`src/rtl/proc_trace_pkg.sv`:
```
// Shared types and widths for the processor instruction-trace buffer.
// Snooped field widths are fixed here so that the entry struct, the storage
// and the read port all agree on one layout.
// Optional feature: TRACE_TRIGGER_EN adds an opcode trigger and stores the
// processor state nibble in the most significant bits of each entry.
package proc_trace_pkg;

    localparam int PC_W    = 7;
    localparam int IR_W    = 16;
    localparam int DATA_W  = 16;
    localparam int STATE_W = 4;

    // Opcode field inside the snooped instruction word
    localparam int OPCODE_HI = 15;
    localparam int OPCODE_LO = 12;

    typedef enum logic [1:0] {
        T_IDLE   = 2'd0,
        T_RUN    = 2'd1,
        T_FROZEN = 2'd2
    } tstate_e;

    // One trace record; the bit order is what the consumer sees on Rd_Data
    typedef struct packed {
`ifdef TRACE_TRIGGER_EN
        logic [STATE_W-1:0] state;
`endif
        logic [PC_W-1:0]    pc;
        logic [IR_W-1:0]    ir;
        logic [DATA_W-1:0]  alu;
    } trace_entry_t;

    localparam int ENTRY_W = $bits(trace_entry_t);

endpackage

```
`src/rtl/trace_ram.sv`:
```
// Trace storage: DEPTH x WIDTH, one synchronous write port and one
// asynchronous read port so the head entry can be shown ahead of the pop.
// Contents are not reset; the top masks the read data while empty.
module trace_ram #(
    parameter int DEPTH = 16,
    parameter int WIDTH = 8,
    parameter int AW    = $clog2(DEPTH)
) (
    input  logic             clk_sys,
    input  logic             wr_en,
    input  logic [AW-1:0]    wr_addr,
    input  logic [WIDTH-1:0] wr_data,
    input  logic [AW-1:0]    rd_addr,
    output logic [WIDTH-1:0] rd_data
);

    logic [WIDTH-1:0] mem [DEPTH];

    // Write the captured entry into the tail slot
    always_ff @(posedge clk_sys) begin
        if (wr_en) begin
            mem[wr_addr] <= wr_data;
        end
    end

    assign rd_data = mem[rd_addr];

endmodule

```
`src/rtl/proc_trace_buffer.sv`:
```
// Instruction trace buffer for the processor.
// Snoops PC/IR/ALU and records one entry per PC change while running into a
// circular buffer that a valid/ready consumer drains (show-ahead head).
// Optional feature (macro TRACE_TRIGGER_EN): a capture whose opcode matches
// Trig_Op is stored, then freezes capture and sets the sticky Triggered flag;
// entries also carry State_In. Without the macro Triggered is tied low and
// State_In / Trig_Op are ignored.
//
// state     | meaning
// ----------+-----------------------------------------------
// T_IDLE    | after reset or Clear; no capture
// T_RUN     | capturing one entry per PC change
// T_FROZEN  | stopped by Stop or trigger; contents kept, reads allowed
module proc_trace_buffer
    import proc_trace_pkg::*;
#(
    parameter int DEPTH = 16
) (
    input  logic                     Clk,
    input  logic                     Reset,
    input  logic [PC_W-1:0]          PC_In,
    input  logic [IR_W-1:0]          IR_In,
    input  logic [STATE_W-1:0]       State_In,
    input  logic [DATA_W-1:0]        ALU_In,
    input  logic                     Start,
    input  logic                     Stop,
    input  logic                     Clear,
    input  logic                     Rd_Ready,
    output logic                     Rd_Valid,
    output logic [ENTRY_W-1:0]       Rd_Data,
    output logic [$clog2(DEPTH):0]   Count,
    output logic                     Overflow,
    output logic                     Running,
    input  logic [3:0]               Trig_Op,
    output logic                     Triggered
);

    localparam int AW = $clog2(DEPTH);
    localparam int CW = AW + 1;
    localparam logic [CW-1:0] DEPTH_C = CW'(DEPTH);

    localparam logic [1:0] ST_IDLE   = T_IDLE;
    localparam logic [1:0] ST_RUN    = T_RUN;
    localparam logic [1:0] ST_FROZEN = T_FROZEN;

    logic [1:0]         state_q;
    logic [1:0]         state_d;
    logic [PC_W-1:0]    prev_pc_q;
    logic [AW-1:0]      wr_ptr_q;
    logic [AW-1:0]      rd_ptr_q;
    logic [CW-1:0]      count_q;
    logic               overflow_q;

    logic               running;
    logic               capture;
    logic               empty;
    logic               full;
    logic               pop;
    logic               do_pop;
    logic               wr_en;
    logic               drop;
    logic               trig_hit;
    logic [3:0]         ir_opcode;
    trace_entry_t       wr_entry;
    logic [ENTRY_W-1:0] ram_rdata;

    assign ir_opcode = IR_In[OPCODE_HI:OPCODE_LO];

    assign running = (state_q == ST_RUN);
    assign capture = running && (PC_In != prev_pc_q);
    assign empty   = (count_q == '0);
    assign full    = (count_q == DEPTH_C);

    // A pop needs a visible head; an entry captured this cycle is not yet visible
    assign pop    = !empty && Rd_Ready;
    assign do_pop = pop && !Clear;

    // When full, a same-cycle pop frees the slot the new entry lands in
    assign wr_en = capture && (!full || pop) && !Clear;
    assign drop  = capture && full && !pop;

`ifdef TRACE_TRIGGER_EN
    assign trig_hit = capture && (ir_opcode == Trig_Op);
`else
    logic unused_inputs;
    assign trig_hit      = 1'b0;
    assign unused_inputs = ^{State_In, Trig_Op, ir_opcode};
`endif

    // Assemble the record written on a capture
    always_comb begin
        wr_entry     = '0;
        wr_entry.pc  = PC_In;
        wr_entry.ir  = IR_In;
        wr_entry.alu = ALU_In;
`ifdef TRACE_TRIGGER_EN
        wr_entry.state = State_In;
`endif
    end

    // Next-state: Clear wins everywhere, Stop blocks a same-cycle Start
    always_comb begin
        state_d = state_q;
        case (state_q)
            ST_IDLE:   if (Start && !Stop)     state_d = ST_RUN;
            ST_RUN:    if (Stop || trig_hit)   state_d = ST_FROZEN;
            ST_FROZEN: if (Start && !Stop)     state_d = ST_RUN;
            default:                           state_d = ST_IDLE;
        endcase
        if (Clear) begin
            state_d = ST_IDLE;
        end
    end

    // State register and PC history (history tracks PC in every state)
    always_ff @(posedge Clk or negedge Reset) begin
        if (!Reset) begin
            state_q   <= ST_IDLE;
            prev_pc_q <= '0;
        end else begin
            state_q   <= state_d;
            prev_pc_q <= PC_In;
        end
    end

    // Pointers, occupancy and the sticky overflow flag
    always_ff @(posedge Clk or negedge Reset) begin
        if (!Reset) begin
            wr_ptr_q   <= '0;
            rd_ptr_q   <= '0;
            count_q    <= '0;
            overflow_q <= 1'b0;
        end else if (Clear) begin
            wr_ptr_q   <= '0;
            rd_ptr_q   <= '0;
            count_q    <= '0;
            overflow_q <= 1'b0;
        end else begin
            if (wr_en) begin
                wr_ptr_q <= wr_ptr_q + AW'(1);
            end
            if (do_pop) begin
                rd_ptr_q <= rd_ptr_q + AW'(1);
            end
            case ({wr_en, do_pop})
                2'b10:   count_q <= count_q + CW'(1);
                2'b01:   count_q <= count_q - CW'(1);
                default: count_q <= count_q;
            endcase
            if (drop) begin
                overflow_q <= 1'b1;
            end
        end
    end

`ifdef TRACE_TRIGGER_EN
    logic triggered_q;

    // Sticky trigger flag, cleared only by Clear or reset
    always_ff @(posedge Clk or negedge Reset) begin
        if (!Reset) begin
            triggered_q <= 1'b0;
        end else if (Clear) begin
            triggered_q <= 1'b0;
        end else if (trig_hit) begin
            triggered_q <= 1'b1;
        end
    end

    assign Triggered = triggered_q;
`else
    assign Triggered = 1'b0;
`endif

    trace_ram #(
        .DEPTH (DEPTH),
        .WIDTH (ENTRY_W),
        .AW    (AW)
    ) u_ram (
        .clk_sys (Clk),
        .wr_en   (wr_en),
        .wr_addr (wr_ptr_q),
        .wr_data (wr_entry),
        .rd_addr (rd_ptr_q),
        .rd_data (ram_rdata)
    );

    // Storage is not reset, so the head is forced to zero while empty
    assign Rd_Valid = !empty;
    assign Rd_Data  = empty ? '0 : ram_rdata;
    assign Count    = count_q;
    assign Overflow = overflow_q;
    assign Running  = running;

endmodule

```
`config.mk`:
```
export PLATFORM = sky130hd
export DESIGN_NAME = proc_trace_buffer
export DESIGN_NICKNAME = d
export VERILOG_FILES = /design/src/rtl/proc_trace_pkg.sv /design/src/rtl/trace_ram.sv /design/src/rtl/proc_trace_buffer.sv
export SDC_FILE = /design/constraint.sdc
export NUM_CORES = 1
export LEC_CHECK = 0
export ABC_CLOCK_PERIOD_IN_PS = 5800
export CAP_MARGIN = 15
export CORE_MARGIN = 1.5
export CORE_UTILIZATION = 30
export CTS_CLUSTER_SIZE = 20
export DETAILED_ROUTE_END_ITERATION = 12
export PLACE_DENSITY_LB_ADDON = 0.3
export SYNTH_ARGS = -nofsm -noshare
export SYNTH_HDL_FRONTEND = slang
export SYNTH_HIERARCHICAL = 1
export SYNTH_SLANG_ARGS = --single-unit
```
`constraint.sdc`:
```
create_clock -name Clk -period 5.8 [get_ports Clk]
set_input_delay 0.58 -clock Clk [delete_from_list [all_inputs] [get_ports Clk]]
set_output_delay 0.58 -clock Clk [all_outputs]
set_load 0.02 [all_outputs]
```
==> results.json, run 1 <==
{
  "status": "complete, no violations",
  "grt_usage_pct": 13.4,
  "synth-compound-area-share_pct": 2.82,
  "pin_count": 101,
  "nets": 1331,
  "final_cell_count_no_fill": 2399,
  "wire_per_inst_um": 23.3,
  "timing.slew.headroom_pct": 29.0,
  "routed_wl_um": 56000,
  "cts.path.max_buffers": 3,
  "cts-root-buf": "clkbuf_16",
  "drcViolationCount": 0,
  "finalHoldViolCount": 0,
  "endpoint_kind": "output pin",
  "worst-path-max-fanout": 41,
  "syn_to_final_growth_pct": 19.4,
  "rows": 105,
  "place_ws_ns": 1.70,
  "worst_pin_slew_ns": 1.06,
  "hold_slack_ns": 0.178,
  "yosys_warnings": 6,
  "fin_util_pct": 36.2,
  "ir_worst_vdd_uv": 224,
  "rsz0062_at_grt": "no",
  "synth_area_leaders": "edfxtp_1 75%, mux4_2 14%, a22oi_1 2.4%, dfrtp_1 2.3%, and2_1 1.0%",
  "final_area_mm2": 0.0297,
  "final.setup.tns_ns": 0,
  "grt_pass1_wl_um": 83500,
  "postCtsSetupBuffers": 0,
  "synthMuxAreaShare_pct": 14.4,
  "synth_common_cells": "624 x edfxtp_1, 156 x mux4_2, 79 x a22oi_1",
  "avgSynthCellArea_um2": 22.0,
  "start_kind": "register",
  "netlist_instances": 1133,
  "leakagePower_nw": 9.11,
  "required_ns": 5.22,
  "viasPerCell": 4.86,
  "initial_utilization_pct": 30.3,
  "p_per_area_mw_per_mm2": 407,
  "core_mm2": 0.0821,
  "grt_pass1_vias": 12600,
  "total_power_mw": 12.1,
  "synthXorXnorAreaFrac_pct": 0.523,
  "crit_type": "register to output pin",
  "ys_seq_area_share_pct": 77.7,
  "cts.sinks": 647,
  "drt_iter0_drc": 987,
  "synth_top_area_share_pct": 75.3,
  "clock.fmax_mhz": 228,
  "dp_hpwl_um": 28600,
  "hp-class": "input port to asynchronous set/reset pin",
  "cts_buffers": 70,
  "finalWorstSetupSlack_ns": 1.41,
  "yosys.area.top_type": "edfxtp_1",
  "place_inst": 2269,
  "synth_fp_nets": 1192,
  "synth.distinct_cells": 42,
  "vias": 11663,
  "routabilityCongestion": 0.693,
  "grt_overflow": 0,
  "die_w_um": 291,
  "drive_gt1_share_pct": 24.5,
  "cts_resized": 0,
  "antenna_found_initial": 6,
  "die_y_um": 291,
  "synth_top_family_by_area": "multiplexers",
  "synthSimpleGateAreaFrac_pct": 2.85,
  "synth_area_mm2": 0.0249,
  "hold_buffers": 0,
  "period_share_pct": 75.7,
  "port_buffers": 91,
  "async_flop_share_pct": 3.55,
  "drtPass1Iterations": 5,
  "synth_edf_count": 624,
  "ys_seq_elements": 647,
  "place_area_mm2": 0.0273,
  "cap_violations": 0,
  "post-synth-top-count-cell": "edfxtp_1",
  "synth_top_flop_cell": "edfxtp_1",
  "finClkSkew_ns": 0.0323,
  "grt_max_degree": 59,
  "ant_nets": 0,
  "fillCellCount": 7429,
  "h-tree-depth": 3,
  "die_area_mm2": 0.0846,
  "clk_pin_slew_worst_paths_ns": 0.06,
  "finalCriticalPeriod_ns": 4.39,
  "worst_ep_arrival_time_ns": 3.81,
  "finalSetupViolations": 0,
  "cts_tree": "yes",
  "clock_latency_ns": 0.61,
  "report.final.slew_viol_count": 0,
  "synthAdderAreaFrac_pct": 0.332
}
==> area by class of cell <==
class	instances	area (µm²)	share of cell area, %
clock inverter	41	462	1.55
antenna	2	5.00	0.0169
multi-input combinational	422	5350	18.0
clock buffer	86	1900	6.39
tap	1070	1340	4.51
timing repair buffer	125	1300	4.37
inverter	6	22.5	0.0758
sequential	647	19300	65.1
==> critical path, stage by stage (launching register included) <==
cell             delay (ns)
dfrtp_4                1.02
buf_4                  0.53
mux4_2                 0.57
a22oi_1                0.19
nand2_1                0.08
and2_1                 0.21
clkdlybuf4s50_1        0.56
==> state kept, by name, indices dropped and copies added (netlist names) <==
register   count
Count          5
Overflow       1
prev_pc_q      7
rd_ptr_q       4
state_q        2
u_ram/mem    624
wr_ptr_q       4
==> worst paths after layout <==
| path | from | to | slack, ns | depth (start not counted) |
|---|---|---|---|---|
| setup / recovery | rd_ptr_q[0] | Rd_Data[38] | 1.41 | 6 |
| setup reg to reg | Count[1] | Count[4] | 2.51 | 11 |
| max in group asynchronous | Reset | rd_ptr_q[0] | 5.21 | 2 |
| min in group Clk | Overflow | Overflow | 0.54 | 2 |
| hold / removal | Reset | Count[1] | 0.18 | 1 |
| hold reg to reg | Overflow | Overflow | 0.54 | 2 |
==> report_power, final <==
group	leakage, nW	internal, mW	total, mW	switching (mW)
Clock	1.15	2.74	4.53	1.79
Combinational	2.04	1.16	2.27	1.11
Sequential	5.91	5.15	5.27	0.116
==> placed cells by master, fill, tap and decap left out, types with 2 or more instances in the layout <==
| cell type | Yosys | final |
|---|---|---|
| diode_2 | 0 | 2 |
| o21ai_0 | 2 | 2 |
| nor3_2 | 0 | 4 |
| clkdlybuf4s50_1 | 0 | 91 |
| a22oi_1 | 79 | 79 |
| nor2_4 | 0 | 13 |
| dfrtp_4 | 0 | 2 |
| nor2b_4 | 0 | 2 |
| clkinv_2 | 0 | 12 |
| o21a_1 | 2 | 2 |
| nand4_1 | 2 | 2 |
| nand3_1 | 3 | 3 |
| ha_1 | 5 | 5 |
| clkbuf_1 | 26 | 12 |
| nor2_1 | 29 | 16 |
| xor2_1 | 5 | 5 |
| dfrtp_1 | 23 | 21 |
| inv_1 | 6 | 6 |
| a21oi_1 | 6 | 6 |
| and2_1 | 40 | 39 |
| buf_12 | 0 | 9 |
| buf_4 | 9 | 24 |
| nand3b_1 | 2 | 2 |
| xnor2_1 | 8 | 8 |
| nor3_1 | 7 | 3 |
| nor2b_1 | 7 | 5 |
| clkbuf_16 | 0 | 75 |
| edfxtp_1 | 624 | 624 |
| bufinv_16 | 0 | 9 |
| nand2b_1 | 2 | 2 |
| nand2_1 | 45 | 44 |
| clkinv_1 | 0 | 13 |
| mux2i_1 | 2 | 2 |
| inv_8 | 0 | 2 |
| mux4_2 | 156 | 156 |
| clkinvlp_4 | 0 | 2 |
| mux2_2 | 5 | 5 |
==> per-layer routing <==
layer | up-vias | track usage [%] | wire (µm) | part of all wire [%]
met2 | 287 | 21.9 | 27700 | 50
met5 | - | 0 | 39 | 0.070
li1 | 5008 | - | - | -
met1 | 6291 | 18.4 | 24200 | 43
met3 | 71 | 2.57 | 3090 | 5.5
met4 | 6 | 3.70 | 940 | 1.7
==> cell families (layout without fill, tap and decap cells) <==
logic type / count (synthesis) / after routing
AO/OA/AOI/OAI: 95 / 95
XOR/XNOR: 14 / 14
adder cells (fa/ha/maj): 6 / 6
buffers and inverters: 64 / 258
flip-flops: 647 / 647
multiplexers: 163 / 163
other: 1 / 3
AND/OR/NAND/NOR: 143 / 143
Power figures use the tool's default switching activity.
==> run 2: changes to the inputs <==
--- a/config.mk
+++ b/config.mk
@@ -5,7 +5,7 @@
 export SDC_FILE = /design/constraint.sdc
 export NUM_CORES = 1
 export LEC_CHECK = 0
-export ABC_CLOCK_PERIOD_IN_PS = 5800
+export ABC_CLOCK_PERIOD_IN_PS = 3700
 export CAP_MARGIN = 15
 export CORE_MARGIN = 1.5
 export CORE_UTILIZATION = 30
==> constraint.sdc (replaced) <==
create_clock -name Clk -period 3.7 [get_ports Clk]
set_input_delay 0.37 -clock Clk [delete_from_list [all_inputs] [get_ports Clk]]
set_output_delay 0.37 -clock Clk [all_outputs]
set_load 0.02 [all_outputs]
==> run 2 against run 1 <==
Compared with the run above:
- die area unchanged
- via count shrank 0.81%
- sequential share of layout area is 0.42 points lower
- flip-flop and latch count unchanged
- register-to-register slack worse by 2.0 ns
- critical path depth is 1 higher
- worst setup slack worse by 1.3 ns
- first-iteration DRC count fell by 24%
==> results.json, run 2 (same netlist as run 1, synthesis figures left out) <==
{
  "drive_gt1_share_pct": 25.4,
  "ant_nets": 0,
  "clock_latency_ns": 0.59,
  "cts_tree": "yes",
  "wire_per_inst_um": 22.7,
  "top_register": "u_ram/mem",
  "routed_wl_um": 54900,
  "cpPeakStageDelay_ns": 0.58,
  "die_area_mm2": 0.0846,
  "nets": 1359,
  "die_y_um": 291,
  "grt_usage_pct": 13.2,
  "finalSetupViolations": 0,
  "cpMaxStageDelayCell": "dfrtp_4",
  "cts-root-buf": "clkbuf_16",
  "vias": 11568,
  "grt_pass1_vias": 12602,
  "p_per_area_mw_per_mm2": 617,
  "grt_max_degree": 52,
  "hp-class": "input port to asynchronous set/reset pin",
  "crit_chain": "buf_16 > buf_12 > mux4_2 > a22oi_1 > nand2_1 > and2_1 > clkdlybuf4s50_1",
  "final_cell_mix": "624 x edfxtp_1, 156 x mux4_2, 83 x clkdlybuf4s50_1",
  "syn_to_final_growth_pct": 20.2,
  "clock.fmax_mhz": 279,
  "largest_register_ffs": 624,
  "grt.met3_usage_pct": 2.50,
  "worst_pin_slew_ns": 0.610,
  "busiest_layer": "met2",
  "total_power_mw": 18.4,
  "finClkSkew_ns": 0.0183,
  "hold_buffers": 0,
  "endpoint_kind": "output pin",
  "final_cell_count_no_fill": 2419,
  "place_inst": 2294,
  "routabilityCongestion": 0.706,
  "pin_count": 101,
  "ir_worst_vdd_uv": 421,
  "finalCriticalPeriod_ns": 3.58,
  "critPathLaunch": "rd_ptr_q[0]",
  "clk_pin_slew_worst_paths_ns": 0.06,
  "die_w_um": 291,
  "rows": 105,
  "leakagePower_nw": 9.29,
  "report.final.slew_viol_count": 0,
  "h-tree-depth": 3,
  "drcViolationCount": 0,
  "cts_buffers": 69,
  "grt_util_met2_pct": 21.5,
  "viasPerCell": 4.78,
  "cp_top_family": "buffers and inverters",
  "drtPass1Iterations": 5,
  "dp_hpwl_um": 28600,
  "finalHoldViolCount": 0,
  "drt_iter0_drc": 746,
  "period_share_pct": 96.8,
  "grt_pass1_wl_um": 81900,
  "worst-path-max-fanout": 29,
  "initial_utilization_pct": 30.3,
  "grt_overflow": 0,
  "port_buffers": 91,
  "cap_violations": 0,
  "cts.sinks": 647,
  "rsz0062_at_grt": "yes",
  "crit_type": "register to output pin",
  "timing.slew.headroom_pct": 59.3,
  "critPathBufInv": 3,
  "status": "complete, no violations",
  "layout_commonest_cell": "edfxtp_1",
  "antenna_found_initial": 3,
  "required_ns": 3.33,
  "reg2reg_from": "Count[0]",
  "grt_use_met1_pct": 18.0,
  "cts.path.max_buffers": 3,
  "worst_ep_arrival_time_ns": 3.21,
  "start_kind": "register",
  "core_mm2": 0.0821
}
[run 2: changes by cell type in the layout (fill, tap and decap cells not counted), sizes merged]
cell,change
buf,+30
clkbuf,+1
dlymetal6s2s,+8
clkinvlp,-2
diode,-1
clkdlybuf4s50,-8
clkinv,-2
inv,-1
bufinv,-5
[run 2: area by class of cell]
class / count / area, µm²
Fill cell: 7454 / 52200
Sequential cell: 647 / 19300
Multi-Input combinational cell: 422 / 5380
Clock buffer: 88 / 1840
Timing Repair Buffer: 154 / 1710
Tap cell: 1070 / 1340
Clock inverter: 31 / 270
Inverter: 6 / 22.5
Antenna cell: 1 / 2.50
[run 2: stage by stage]
| step | hold slack (ns) | setup TNS [ns] | cell area, µm² | setup WS, ns | utilization [%] |
|---|---|---|---|---|---|
| 4_1_cts | 0.353 | 0 | 29800 | 0.00789 | 36.3 |
| 3_3_place_gp | 0.513 | 0 | 27700 | 0.488 | 33.7 |
| 5_1_grt | 0.0155 | -0.0303 | 29900 | -0.0215 | 36.4 |
| 6_report | 0.0235 | 0 | 29900 | 0.118 | 36.4 |
| 2_1_floorplan | 0.0744 | -35.81 | 24900 | -0.306 | - |
| 3_5_place_dp | 0.507 | 0 | 27700 | 0.475 | 33.7 |
[run 2: repair_timing]
item,in CTS,in global routing
setup endpoints to repair,0,21
setup buffers,0,4
resized for setup,0,10
[run 2: power breakdown]
part / internal, mW / total [mW] / switching (mW) / leakage (nW)
Sequential: 8.08 / 8.16 / 0.0797 / 5.91
Combinational: 1.93 / 3.81 / 1.88 / 2.35
Clock: 3.79 / 6.46 / 2.67 / 1.04
[run 2: routing by layer]
metal	share of wire (%)	wire [µm]
met5	0.075	41
met4	1.6	864
met3	5.0	2770
met2	48	26400
met1	45	24800
[run 2: final timing paths]
check | to | slack (ns) | cells past startpoint
max | Rd_Data[12] | 0.12 | 7
min | Count[0] | 0.02 | 1
min in group Clk | state_q[0] | 0.38 | 2
min reg2reg | Overflow | 0.53 | 2
max in group asynchronous | rd_ptr_q[0] | 3.27 | 2
max reg2reg | Count[4] | 0.50 | 11
==> run 3: changes to the inputs <==
--- a/config.mk
+++ b/config.mk
@@ -7,11 +7,14 @@
 export LEC_CHECK = 0
 export ABC_CLOCK_PERIOD_IN_PS = 3700
 export CAP_MARGIN = 15
+export CELL_PAD_IN_SITES_DETAIL_PLACEMENT = 1
+export CELL_PAD_IN_SITES_GLOBAL_PLACEMENT = 1
 export CORE_MARGIN = 1.5
 export CORE_UTILIZATION = 30
 export CTS_CLUSTER_SIZE = 20
 export DETAILED_ROUTE_END_ITERATION = 12
 export PLACE_DENSITY_LB_ADDON = 0.3
+export RECOVER_POWER = 100
 export SYNTH_ARGS = -nofsm -noshare
 export SYNTH_HDL_FRONTEND = slang
 export SYNTH_HIERARCHICAL = 1
==> run 3 against run 2 <==
Compared with the run above:
- largest cell class unchanged
- largest power group unchanged
- critical path type unchanged
- count of clock-buffer cells in the layout rose by 2
- first-iteration DRC count fell by 2.0%
- clock power rose by 4.8%
- die area did not move
- flip-flop and latch count did not move
- non-clock buffer count fell by 10
- clock skew rose by 0.0052 ns
- sequential share of layout area rose by 0.57 points
==> results.json, run 3 (same netlist as run 1, synthesis figures left out) <==
{
  "critPathBufInv": 2,
  "grt_max_degree": 57,
  "drcViolationCount": 0,
  "rows": 105,
  "hold_buffers": 0,
  "grt_overflow": 0,
  "regArea_mm2": 0.0193,
  "worst-path-max-fanout": 56,
  "initial_utilization_pct": 30.3,
  "antenna_found_initial": 8,
  "required_ns": 3.33,
  "cpMaxStageDelayCell": "dfrtp_4",
  "drt_iter0_drc": 731,
  "nets": 1349,
  "leakagePower_nw": 9.10,
  "core_mm2": 0.0821,
  "grt_pass1_vias": 12925,
  "report.final.slew_viol_count": 0,
  "die_y_um": 291,
  "cpPeakStageDelay_ns": 0.67,
  "cts_resized": 0,
  "drive_gt1_share_pct": 23.8,
  "finalCriticalPeriod_ns": 3.57,
  "cap_violations": 0,
  "routabilityCongestion": 0.717,
  "clock_latency_ns": 0.59,
  "status": "complete, no violations",
  "dp_hpwl_um": 30300,
  "p_per_area_mw_per_mm2": 631,
  "final_cell_count_no_fill": 2408,
  "place_area_mm2": 0.0277,
  "drtPass1Iterations": 4,
  "grt_pass1_wl_um": 86700,
  "rsz0062_at_grt": "no",
  "grt.met3_usage_pct": 2.35,
  "port_buffers": 91,
  "grt_use_met1_pct": 18.8,
  "final_area_mm2": 0.0296,
  "viasPerCell": 4.93,
  "wire_per_inst_um": 24.4,
  "h-tree-depth": 3,
  "period_share_pct": 96.5,
  "top_register": "u_ram/mem",
  "ir_worst_vdd_uv": 314,
  "multi_input_area_mm2": 0.00533,
  "die_w_um": 291,
  "cts-root-buf": "clkbuf_16",
  "fillCellCount": 7920,
  "ant_nets": 0,
  "fin_util_pct": 36.1,
  "largest_register_ffs": 624,
  "antenna_cells": 0,
  "finalWorstSetupSlack_ns": 0.131,
  "clock.fmax_mhz": 280,
  "place_inst": 2283,
  "cp_top_family": "buffers and inverters",
  "cts_buffers": 69,
  "final_cell_mix": "624 x edfxtp_1, 156 x mux4_2, 79 x a22oi_1",
  "grt_util_met2_pct": 23.6,
  "finalHoldViolCount": 0,
  "hp-class": "input port to asynchronous set/reset pin",
  "cts_tree": "yes",
  "vias": 11872,
  "pin_count": 101,
  "place_ws_ns": 0.174,
  "finalSetupViolations": 0,
  "busiest_layer": "met2",
  "postCtsSetupBuffers": 0,
  "worst_ep_arrival_time_ns": 3.20,
  "layout_commonest_cell": "edfxtp_1",
  "start_kind": "register",
  "crit_type": "register to output pin",
  "worst_pin_slew_ns": 0.959,
  "crit_chain": "buf_12 > mux4_2 > a22oi_1 > nand2_1 > and2_1 > dlygate4sd3_1",
  "finClkSkew_ns": 0.0235,
  "cts.path.max_buffers": 3,
  "die_area_mm2": 0.0846,
  "clk_pin_slew_worst_paths_ns": 0.06,
  "timing.slew.headroom_pct": 36.1,
  "routed_wl_um": 58800,
  "syn_to_final_growth_pct": 19.1,
  "endpoint_kind": "output pin",
  "cts.sinks": 647,
  "grt_usage_pct": 14.0
}
## run 3: changes by cell type in the layout (fill, tap and decap cells not counted), sizes merged, moves of 3 or more
cell | before | now
clkinv | 25 | 17
clkdlybuf4s50 | 83 | 31
bufinv | 4 | 8
dlygate4sd3 | 0 | 60
dlymetal6s2s | 8 | 0
clkbuf | 88 | 117
clkinvlp | 0 | 3
buf | 63 | 26
## run 3: through the flow
stage	TNS [ns]	power [mW]	hold WS, ns
global route	0	19.4	0.384
CTS	0	19.1	0.312
floorplan	-35.81	10.7	0.0744
detailed placement	0	12.2	0.524
finish	0	18.7	0.359
global placement	0	12.2	0.511
## run 3: worst paths after layout
path | from | to | slack [ns] | depth (start not counted)
max | rd_ptr_q[1] | Rd_Data[24] | 0.13 | 6
min | Reset | Count[4] | 0.36 | 1
max reg2reg | Count[0] | u_ram/mem[9][18] | 0.28 | 8
min reg2reg | Overflow | Overflow | 0.53 | 2
max in group asynchronous | Reset | state_q[0] | 2.45 | 2
min in group Clk | Stop | state_q[0] | 0.40 | 2
## run 3: power by group
group / leakage [nW] / internal [mW] / total [mW] / switching [mW]
logic: 2.13 / 1.84 / 3.77 / 1.93
clock network: 1.06 / 4.07 / 6.77 / 2.70
registers: 5.91 / 8.08 / 8.14 / 0.0570
## run 3: final cells by class
class	instances	share of cell area [%]
tap	1070	4.52
inverter	6	0.0760
timing repair buffer	144	4.79
clock buffer	90	6.24
sequential	647	65.2
multi-input combinational	422	18.0
clock inverter	29	1.17
## run 3: routing by layer
| layer | wire, µm | vias up |
|---|---|---|
| met1 | 26200 | 6534 |
| li1 | - | 5033 |
| met4 | 1030 | 6 |
| met3 | 2160 | 85 |
| met5 | 36 | - |
| met2 | 29300 | 214 |
